$ cat config.mk
export PLATFORM = sky130hd
export DESIGN_NAME = uart_tx_buf
export DESIGN_NICKNAME = d
export VERILOG_FILES = /design/src/rtl/uart_tx_buf.sv
export SDC_FILE = /design/constraint.sdc
export NUM_CORES = 1
export LEC_CHECK = 0
export CAP_MARGIN = 20
export CORE_MARGIN = 8
export CORE_UTILIZATION = 40
export CTS_CLUSTER_DIAMETER = 30
export DETAILED_ROUTE_END_ITERATION = 10
export PLACE_DENSITY = 0.59
export SLEW_MARGIN = 40
export SYNTH_ARGS = -nofsm -noshare
export SYNTH_HDL_FRONTEND = slang
export SYNTH_SLANG_ARGS = --single-unit
$ cat constraint.sdc
create_clock -name clk_i -period 2.7 [get_ports clk_i]
set_input_delay 0.405 -clock clk_i [delete_from_list [all_inputs] [get_ports clk_i]]
set_output_delay 0.405 -clock clk_i [all_outputs]
set_load 0.02 [all_outputs]
$ cat src/rtl/uart_tx_buf.sv
// Buffered 8N1 UART transmitter: bytes written at bus speed are queued in a
// circular FIFO and shifted out LSB first on tx_o by a baud-counted FSM.
module uart_tx_buf #(
    parameter int CLK_FREQ   = 50_000_000,
    parameter int BAUD       = 115200,
    parameter int FIFO_DEPTH = 8
) (
    input  logic                          clk_i,
    input  logic                          rst_ni,
    input  logic                          we_i,
    input  logic [7:0]                    wdata_i,
    output logic                          full_o,
    output logic [$clog2(FIFO_DEPTH):0]   level_o,
    output logic                          idle_o,
    output logic                          ovf_o,
    input  logic                          ovf_clr_i,
    output logic                          tx_o,
    output logic [1:0]                    state_o
);

    localparam int CLKS_PER_BIT = (CLK_FREQ + BAUD / 2) / BAUD;
    localparam int CNT_W        = (CLKS_PER_BIT > 2) ? $clog2(CLKS_PER_BIT) : 1;
    localparam int PTR_W        = $clog2(FIFO_DEPTH);

    localparam logic [CNT_W-1:0] CNT_LAST = CNT_W'(CLKS_PER_BIT - 1);
    localparam logic [PTR_W:0]   LVL_FULL = (PTR_W + 1)'(FIFO_DEPTH);

    typedef enum logic [1:0] {
        S_IDLE  = 2'd0,
        S_START = 2'd1,
        S_DATA  = 2'd2,
        S_STOP  = 2'd3
    } state_t;

    // FIFO storage and bookkeeping
    logic [7:0]       mem [FIFO_DEPTH];
    logic [PTR_W-1:0] wr_ptr_q;
    logic [PTR_W-1:0] rd_ptr_q;
    logic [PTR_W:0]   count_q;
    logic             ovf_q;
    logic             wr_en;
    logic             pop;
    logic             full;

    // Transmit FSM
    state_t           state_q, state_d;
    logic [CNT_W-1:0] baud_q, baud_d;
    logic [2:0]       bit_q, bit_d;
    logic [7:0]       shift_q, shift_d;
    logic             tx_q, tx_d;
    logic             baud_last;
    logic             fifo_nonempty;

    assign full          = (count_q == LVL_FULL);
    assign fifo_nonempty = (count_q != '0);
    // A write into a full FIFO is dropped even if the FSM pops in the same cycle.
    assign wr_en         = we_i && !full;
    assign baud_last     = (baud_q == CNT_LAST);

    always_ff @(posedge clk_i) begin
        if (wr_en) begin
            mem[wr_ptr_q] <= wdata_i;
        end
    end

    always_ff @(posedge clk_i or negedge rst_ni) begin
        if (!rst_ni) begin
            wr_ptr_q <= '0;
            rd_ptr_q <= '0;
            count_q  <= '0;
        end else begin
            if (wr_en) begin
                wr_ptr_q <= wr_ptr_q + PTR_W'(1);
            end
            if (pop) begin
                rd_ptr_q <= rd_ptr_q + PTR_W'(1);
            end
            case ({wr_en, pop})
                2'b10:   count_q <= count_q + (PTR_W + 1)'(1);
                2'b01:   count_q <= count_q - (PTR_W + 1)'(1);
                default: count_q <= count_q;
            endcase
        end
    end

    // Sticky overflow flag; a new overflow beats a clear in the same cycle.
    always_ff @(posedge clk_i or negedge rst_ni) begin
        if (!rst_ni) begin
            ovf_q <= 1'b0;
        end else if (we_i && full) begin
            ovf_q <= 1'b1;
        end else if (ovf_clr_i) begin
            ovf_q <= 1'b0;
        end
    end

    always_ff @(posedge clk_i or negedge rst_ni) begin
        if (!rst_ni) begin
            state_q <= S_IDLE;
            baud_q  <= '0;
            bit_q   <= '0;
            shift_q <= '0;
            tx_q    <= 1'b1;
        end else begin
            state_q <= state_d;
            baud_q  <= baud_d;
            bit_q   <= bit_d;
            shift_q <= shift_d;
            tx_q    <= tx_d;
        end
    end

    always_comb begin
        state_d = state_q;
        baud_d  = baud_q;
        bit_d   = bit_q;
        shift_d = shift_q;
        tx_d    = tx_q;
        pop     = 1'b0;
        case (state_q)
            S_IDLE: begin
                tx_d = 1'b1;
                if (fifo_nonempty) begin
                    pop     = 1'b1;
                    shift_d = mem[rd_ptr_q];
                    tx_d    = 1'b0;
                    baud_d  = '0;
                    state_d = S_START;
                end
            end
            S_START: begin
                if (baud_last) begin
                    baud_d  = '0;
                    bit_d   = '0;
                    tx_d    = shift_q[0];
                    state_d = S_DATA;
                end else begin
                    baud_d = baud_q + CNT_W'(1);
                end
            end
            S_DATA: begin
                if (baud_last) begin
                    baud_d = '0;
                    if (bit_q == 3'd7) begin
                        tx_d    = 1'b1;
                        state_d = S_STOP;
                    end else begin
                        // Next bit comes from the position that becomes the new LSB.
                        shift_d = {1'b0, shift_q[7:1]};
                        tx_d    = shift_q[1];
                        bit_d   = bit_q + 3'd1;
                    end
                end else begin
                    baud_d = baud_q + CNT_W'(1);
                end
            end
            S_STOP: begin
                if (baud_last) begin
                    baud_d = '0;
                    if (fifo_nonempty) begin
                        pop     = 1'b1;
                        shift_d = mem[rd_ptr_q];
                        tx_d    = 1'b0;
                        state_d = S_START;
                    end else begin
                        state_d = S_IDLE;
                    end
                end else begin
                    baud_d = baud_q + CNT_W'(1);
                end
            end
            default: begin
                state_d = S_IDLE;
                tx_d    = 1'b1;
            end
        endcase
    end

    assign full_o  = full;
    assign level_o = count_q;
    assign idle_o  = (state_q == S_IDLE) && !fifo_nonempty;
    assign ovf_o   = ovf_q;
    assign tx_o    = tx_q;
    assign state_o = state_q;

endmodule

# ---- Yosys cells after proc, flatten, opt, wreduce, memory -nomap -nowiden
# Memory sizes are Yosys's and may differ from the RTL's.
# Cells that the tools add are included.
dict set report totals {
  register_bits 34
  latchBits 0
  ramBits 64
  mem_bits_ro 0
  inputBits 12
  out_inout_bits 10
  wordCells 81
  n_memories 1
}
dict set report op_classes {
  addsub 6
  n_mul 0
  div_mod_pow 0
  n_lt_le_gt_ge 0
  eq_ne 15
  shift 0
  mux 34
  bitwise_logic 0
  reduce_logical 16
}
# memory depth word_bits read_ports rd_ports_with_merged_regs write_ports line_no
set memory_table {}
lappend memory_table {mem 8 8 1 0 1 36} ;# logic [7:0] mem [FIFO_DEPTH];
# operator n
set op_table {}
lappend op_table {{8-bit two-way mux} 4}
lappend op_table {{8-bit one-hot mux with 3 select lines} 1}
lappend op_table {{9-bit two-way mux} 2}
lappend op_table {{9-bit one-hot mux with 2 select lines} 1}
lappend op_table {{2-bit inequality test (second input constant)} 7}
lappend op_table {{1-bit two-way mux} 13}
lappend op_table {{4-bit AND reduction} 3}
lappend op_table {{2-bit two-way mux} 5}
lappend op_table {{3-bit by 1-bit adder with 3-bit output (second input constant)} 3}
lappend op_table {{9-bit by 1-bit adder with 9-bit output (second input constant)} 1}
lappend op_table {{9-bit equality test (second input constant)} 1}
lappend op_table {{3-bit two-way mux} 3}
lappend op_table {{2-bit one-hot mux with 4 select lines} 1}
lappend op_table {{4-bit one-hot mux with 2 select lines} 1}
lappend op_table {{2-bit equality test (second input constant)} 3}
lappend op_table {{3-bit one-hot mux with 2 select lines} 1}
lappend op_table {{2-bit nonzero test} 3}
lappend op_table {{5-bit AND reduction} 1}
lappend op_table {{4-bit by 1-bit adder with 4-bit output (second input constant)} 1}
lappend op_table {{2-bit by 1-bit equality test with 1-bit output (second input constant)} 2}
lappend op_table {{4-bit equality test (second input constant)} 1}
lappend op_table {{1-bit one-hot mux with 4 select lines} 1}
lappend op_table {{4-bit nonzero test} 1}
lappend op_table {{4-bit by 1-bit subtractor with 4-bit output (second input constant)} 1}
lappend op_table {{other kinds (7)} 10}

# ---- Depth between registers and ports, before layout
dict set report logic_depth {
  word_depth 6
  mapped_depth 13
  depth_no_buf 12
}

# ---- Least setup slack after synthesis
# No wires, ideal clock.
dict set report synth_timing {
  kind {register to register}
  start {register count_q[1], in the netlist level_o[1]}
  end {register count_q[2], in the netlist level_o[2]}
  setup_time_ns 0.136
  t_arrival_ns 2.951
  t_required_ns 2.564
  path_slack_ns -0.387
  path_stages_with_launch 12
  path_buffers 1
  period_less_slack_ns 3.087
  cell_sequence {dfrtp_1 -> clkbuf_1 -> nor4b_1 -> nor2b_1 -> inv_1 -> ha_1 -> xor2_1 -> ha_1 -> a21oi_1 -> xor2_1 -> nor2_1 -> xor2_1}
}
dict set report synth_via {
  elab_cells_between_ends 13
  classes_between {add/sub (2); eq/ne (3); mux (4); reduce/logical (4)}
}
# item line_no
set synth_lines {}
lappend synth_lines {{start, declared} 39} ;# logic [PTR_W:0] count_q;
lappend synth_lines {{start signal, assigned} 79} ;# 2'b10: count_q <= count_q + (PTR_W + 1)'(1);
lappend synth_lines {{start signal, assigned} 80} ;# 2'b01: count_q <= count_q - (PTR_W + 1)'(1);
lappend synth_lines {{start signal, assigned} 81} ;# default: count_q <= count_q;
lappend synth_lines {{4-bit equality test (*)} 54} ;# assign full = (count_q == LVL_FULL);
lappend synth_lines {{net full_o} 12} ;# output logic full_o,
lappend synth_lines {{1-bit logical NOT (*)} 57} ;# assign wr_en = we_i && !full;
lappend synth_lines {{1-bit logical AND (*)} 57}
lappend synth_lines {{2-bit by 1-bit equality test with 1-bit output / 2-bit equality test (equally long branches)} 78} ;# case ({wr_en, pop})
lappend synth_lines {{4-bit one-hot mux with 2 select lines / 2-bit nonzero test (equally long branches)} n/a}
# Mark *: on every way through the listed nets, which the timed path passes. The rest lies on a longest branch.
# A chain may end at the register's enable or synchronous reset.

# ---- Worst setup path in the final report
dict set report layout_timing {
  start {register count_q[0], in the netlist level_o[0]}
  end {output idle_o}
}
dict set report layout_via {
  elab_chain_len 3
}
# item line_no
set layout_lines {}
lappend layout_lines {{4-bit nonzero test} 55} ;# assign fifo_nonempty = (count_q != '0);
lappend layout_lines {{1-bit logical NOT} 181} ;# assign idle_o = (state_q == S_IDLE) && !fifo_nonempty;
lappend layout_lines {{1-bit logical AND} 181}
lappend layout_lines {{end, declared} 14} ;# output logic idle_o,
# Every way passes these cells.

==> flow_summary.yaml <==
status:
  status: "completed"
timing:
  period_share_pct: 94.0
  maxSlewViolCount: 0
  post-route-min-period_ps: 2540
  skew_ps: 6.09
  fin_tns_setup_ps: 0
  fmax_mhz: 394
  setup_ws_ps: 162
  finalSetupViolCount: 0
  slew_headroom_pct: 46.6
  rsz0062_at_grt: "no"
  tightest_slew_ps: 801
  hold_violations: 0
critical_path:
  regToRegSetupSlack_ps: 280
  r2r_cells: 13
  startpoint: "level_o[0]"
  reg2reg_to: "level_o[2]"
  r2r-start: "baud_q[1]"
  arrival_ps: 2130
  worstSetupEndpointType: "primary output"
  critPathRequiredTime_ps: 2300
  worstSetupPathType: "reg -> out"
  worstPathMaxFanout: 9
  startpoint_type: "flop"
global_route:
  antenna_found_initial: 0
  grt_max_degree: 35
  grt_pass1_vias: 2723
  overflow: 0
  grt_pass1_wl_um: 13900
  groute.usage.overall_pct: 12.1
die:
  initial_core_util_pct: 40.3
  coreArea_um2: 11200
  dieArea_um2: 15000
  die_w_um: 122
  io_pins: 22
  std_cell_rows: 39
  die_y_um: 122
synthesis:
  synthTopCellsByArea: "edfxtp_1, dfrtp_1, mux4_1"
  avgSynthCellArea_um2: 14.7
  synth_nets: 334
  yosysTopAreaCell: "edfxtp_1"
  synth-edff-count: 64
  ys_ff_latch: 98
  synthFlopType: "edfxtp_1"
  yosysSeqAreaShare_pct: 61.4
  synthCells: 307
  synth_warnings: 0
  synth-async-reset-ratio_pct: 34.7
  synth_cell_types: 53
  synth_area_um2: 4520
  yosysTopAreaCellShare_pct: 42.5
place:
  placed_area_um2: 4980
  io_buffers: 21
  dp_slack_ps: 154
  place_hpwl_um: 5560
  place_congestion: 0.798
routing:
  dr.pass1.iters: 4
  drt-initial-drc-count: 109
  drt-vias-per-instance: 5.29
  wl_um: 8470
  vias: 2615
  detail_route.wl_per_cell_um: 17.1
  detail-route-antenna-nets: 0
  drt_drc_violations_left: 0
job:
  cap_viol_max_count: 0
finish:
  diodes: 0
  seqCellArea_um2: 2770
  fin_nets: 373
  nFillCells: 1018
  drive_gt1_share_pct: 18.5
  final_cell_mix: "edfxtp_1, dfrtp_1, buf_4"
  area_growth_pct: 17.2
  postLayoutCellArea_um2: 5300
  mostFrequentLayoutCell: "edfxtp_1"
  multi_input_area_um2: 1660
power_and_ir_drop:
  cellPowerDensity_nw_per_um2: 1060
  ir_drop_mv: 0.555
  p_leak_nw: 1.98
hold_path:
  hold_path.class: "in -> async"
clock_tree:
  insertion_delay_ps: 340
  clkSinkCount: 98
  cts_tree: "yes"
  cts.reportedPaths.clkPinSlew_ps: 70
  postCtsSetupBuffers: 0
  cts_buffers: 9
  root_buffer: "clkbuf_16"
  h-tree-depth: 3
  cts_buffer_depth: 2
==> registers in the layout, summed over array words and instances (netlist names) <==
register,cells
baud_q,9
bit_q,3
level_o,4
mem,64
ovf_o,1
rd_ptr_q,3
shift_q,8
state_o,2
tx_o,1
wr_ptr_q,3
==> routing by layer <==
layer	wire, um	up-vias	track usage, %
met3	323	12	3.31
met4	97	0	3.96
li1	-	1263	-
met1	3720	1305	14.6
met2	4330	35	20.7
met5	0	-	0
==> synthesized netlist by cell type (all sizes together) (2+ instances only) <==
master,n
a22o,3
nor4bb,2
nor2b,4
nand4bb,2
nor4,2
nand2,20
and3,2
a21oi,12
mux4,14
xnor2,2
o32ai,2
edfxtp,64
clkbuf,6
nand3,5
nor2,12
o41ai,2
o21ai,18
a31oi,2
ha,15
xor2,6
mux2i,3
nand2b,4
mux2,21
a211oi,6
or3,4
a21o,2
nand4,2
nor4b,2
buf,8
nor3,3
and2,3
inv,10
dfrtp,33
==> timing repair <==
action | in CTS | in global routing
gates resized for setup | 0 | 5
hold buffers | 0 | 0
endpoints found under the setup margin | 0 | 3
endpoints found under the hold margin | 0 | 0
==> report_power, final <==
| part | switching [mW] | leakage (nW) | total (mW) | internal (mW) |
|---|---|---|---|---|
| combinational | 1.02 | 0.846 | 2.14 | 1.12 |
| clock | 0.560 | 0.133 | 1.20 | 0.642 |
| sequential | 0.320 | 1.00 | 2.28 | 1.96 |
| total | 1.90 | 1.98 | 5.63 | 3.72 |
==> how the worst max path moves through the flow <==
stage	to
floorplan	level_o[2]
global placement	level_o[2]
detailed placement	level_o[2]
CTS	idle_o
global route	level_o[2]
finish	idle_o
==> kinds of logic (layout without fill, tap and decap cells) <==
family / after synthesis / in the layout / share of synthesized area [%]
flops: 98 / 98 / 61.4
simple gates: 72 / 72 / 8.88
compound gates: 52 / 52 / 7.20
mux: 38 / 38 / 13.9
buf+inv: 24 / 68 / 2.91
fa+ha+maj: 15 / 15 / 4.15
xor+xnor: 8 / 8 / 1.55
==> worst max-delay path, stage by stage (launching register included) <==
cell and delay [ps]:
dfrtp_1 510, nor4_4 330, buf_4 190, and2_1 150, clkdlybuf4s50_1 610
==> per-stage QoR <==
stage	util [%]	total power, mW	hold slack, ps	std cells
finish	47.2	5.63	15.4	494
detailed placement	44.4	4.45	494	478
floorplan	-	3.82	109	307
global route	47.2	6.00	45.7	494
CTS	46.9	5.67	176	494
global placement	44.4	4.40	485	478
==> cell type report <==
| class | instances | share of cell area (%) |
|---|---|---|
| Clock inverter | 5 | 0.850 |
| Sequential cell | 98 | 52.4 |
| Inverter | 10 | 0.709 |
| Clock buffer | 11 | 4.39 |
| Multi-Input combinational cell | 185 | 31.4 |
| Tap cell | 143 | 3.38 |
| Timing Repair Buffer | 42 | 6.90 |
Power figures use the tool's default switching activity.
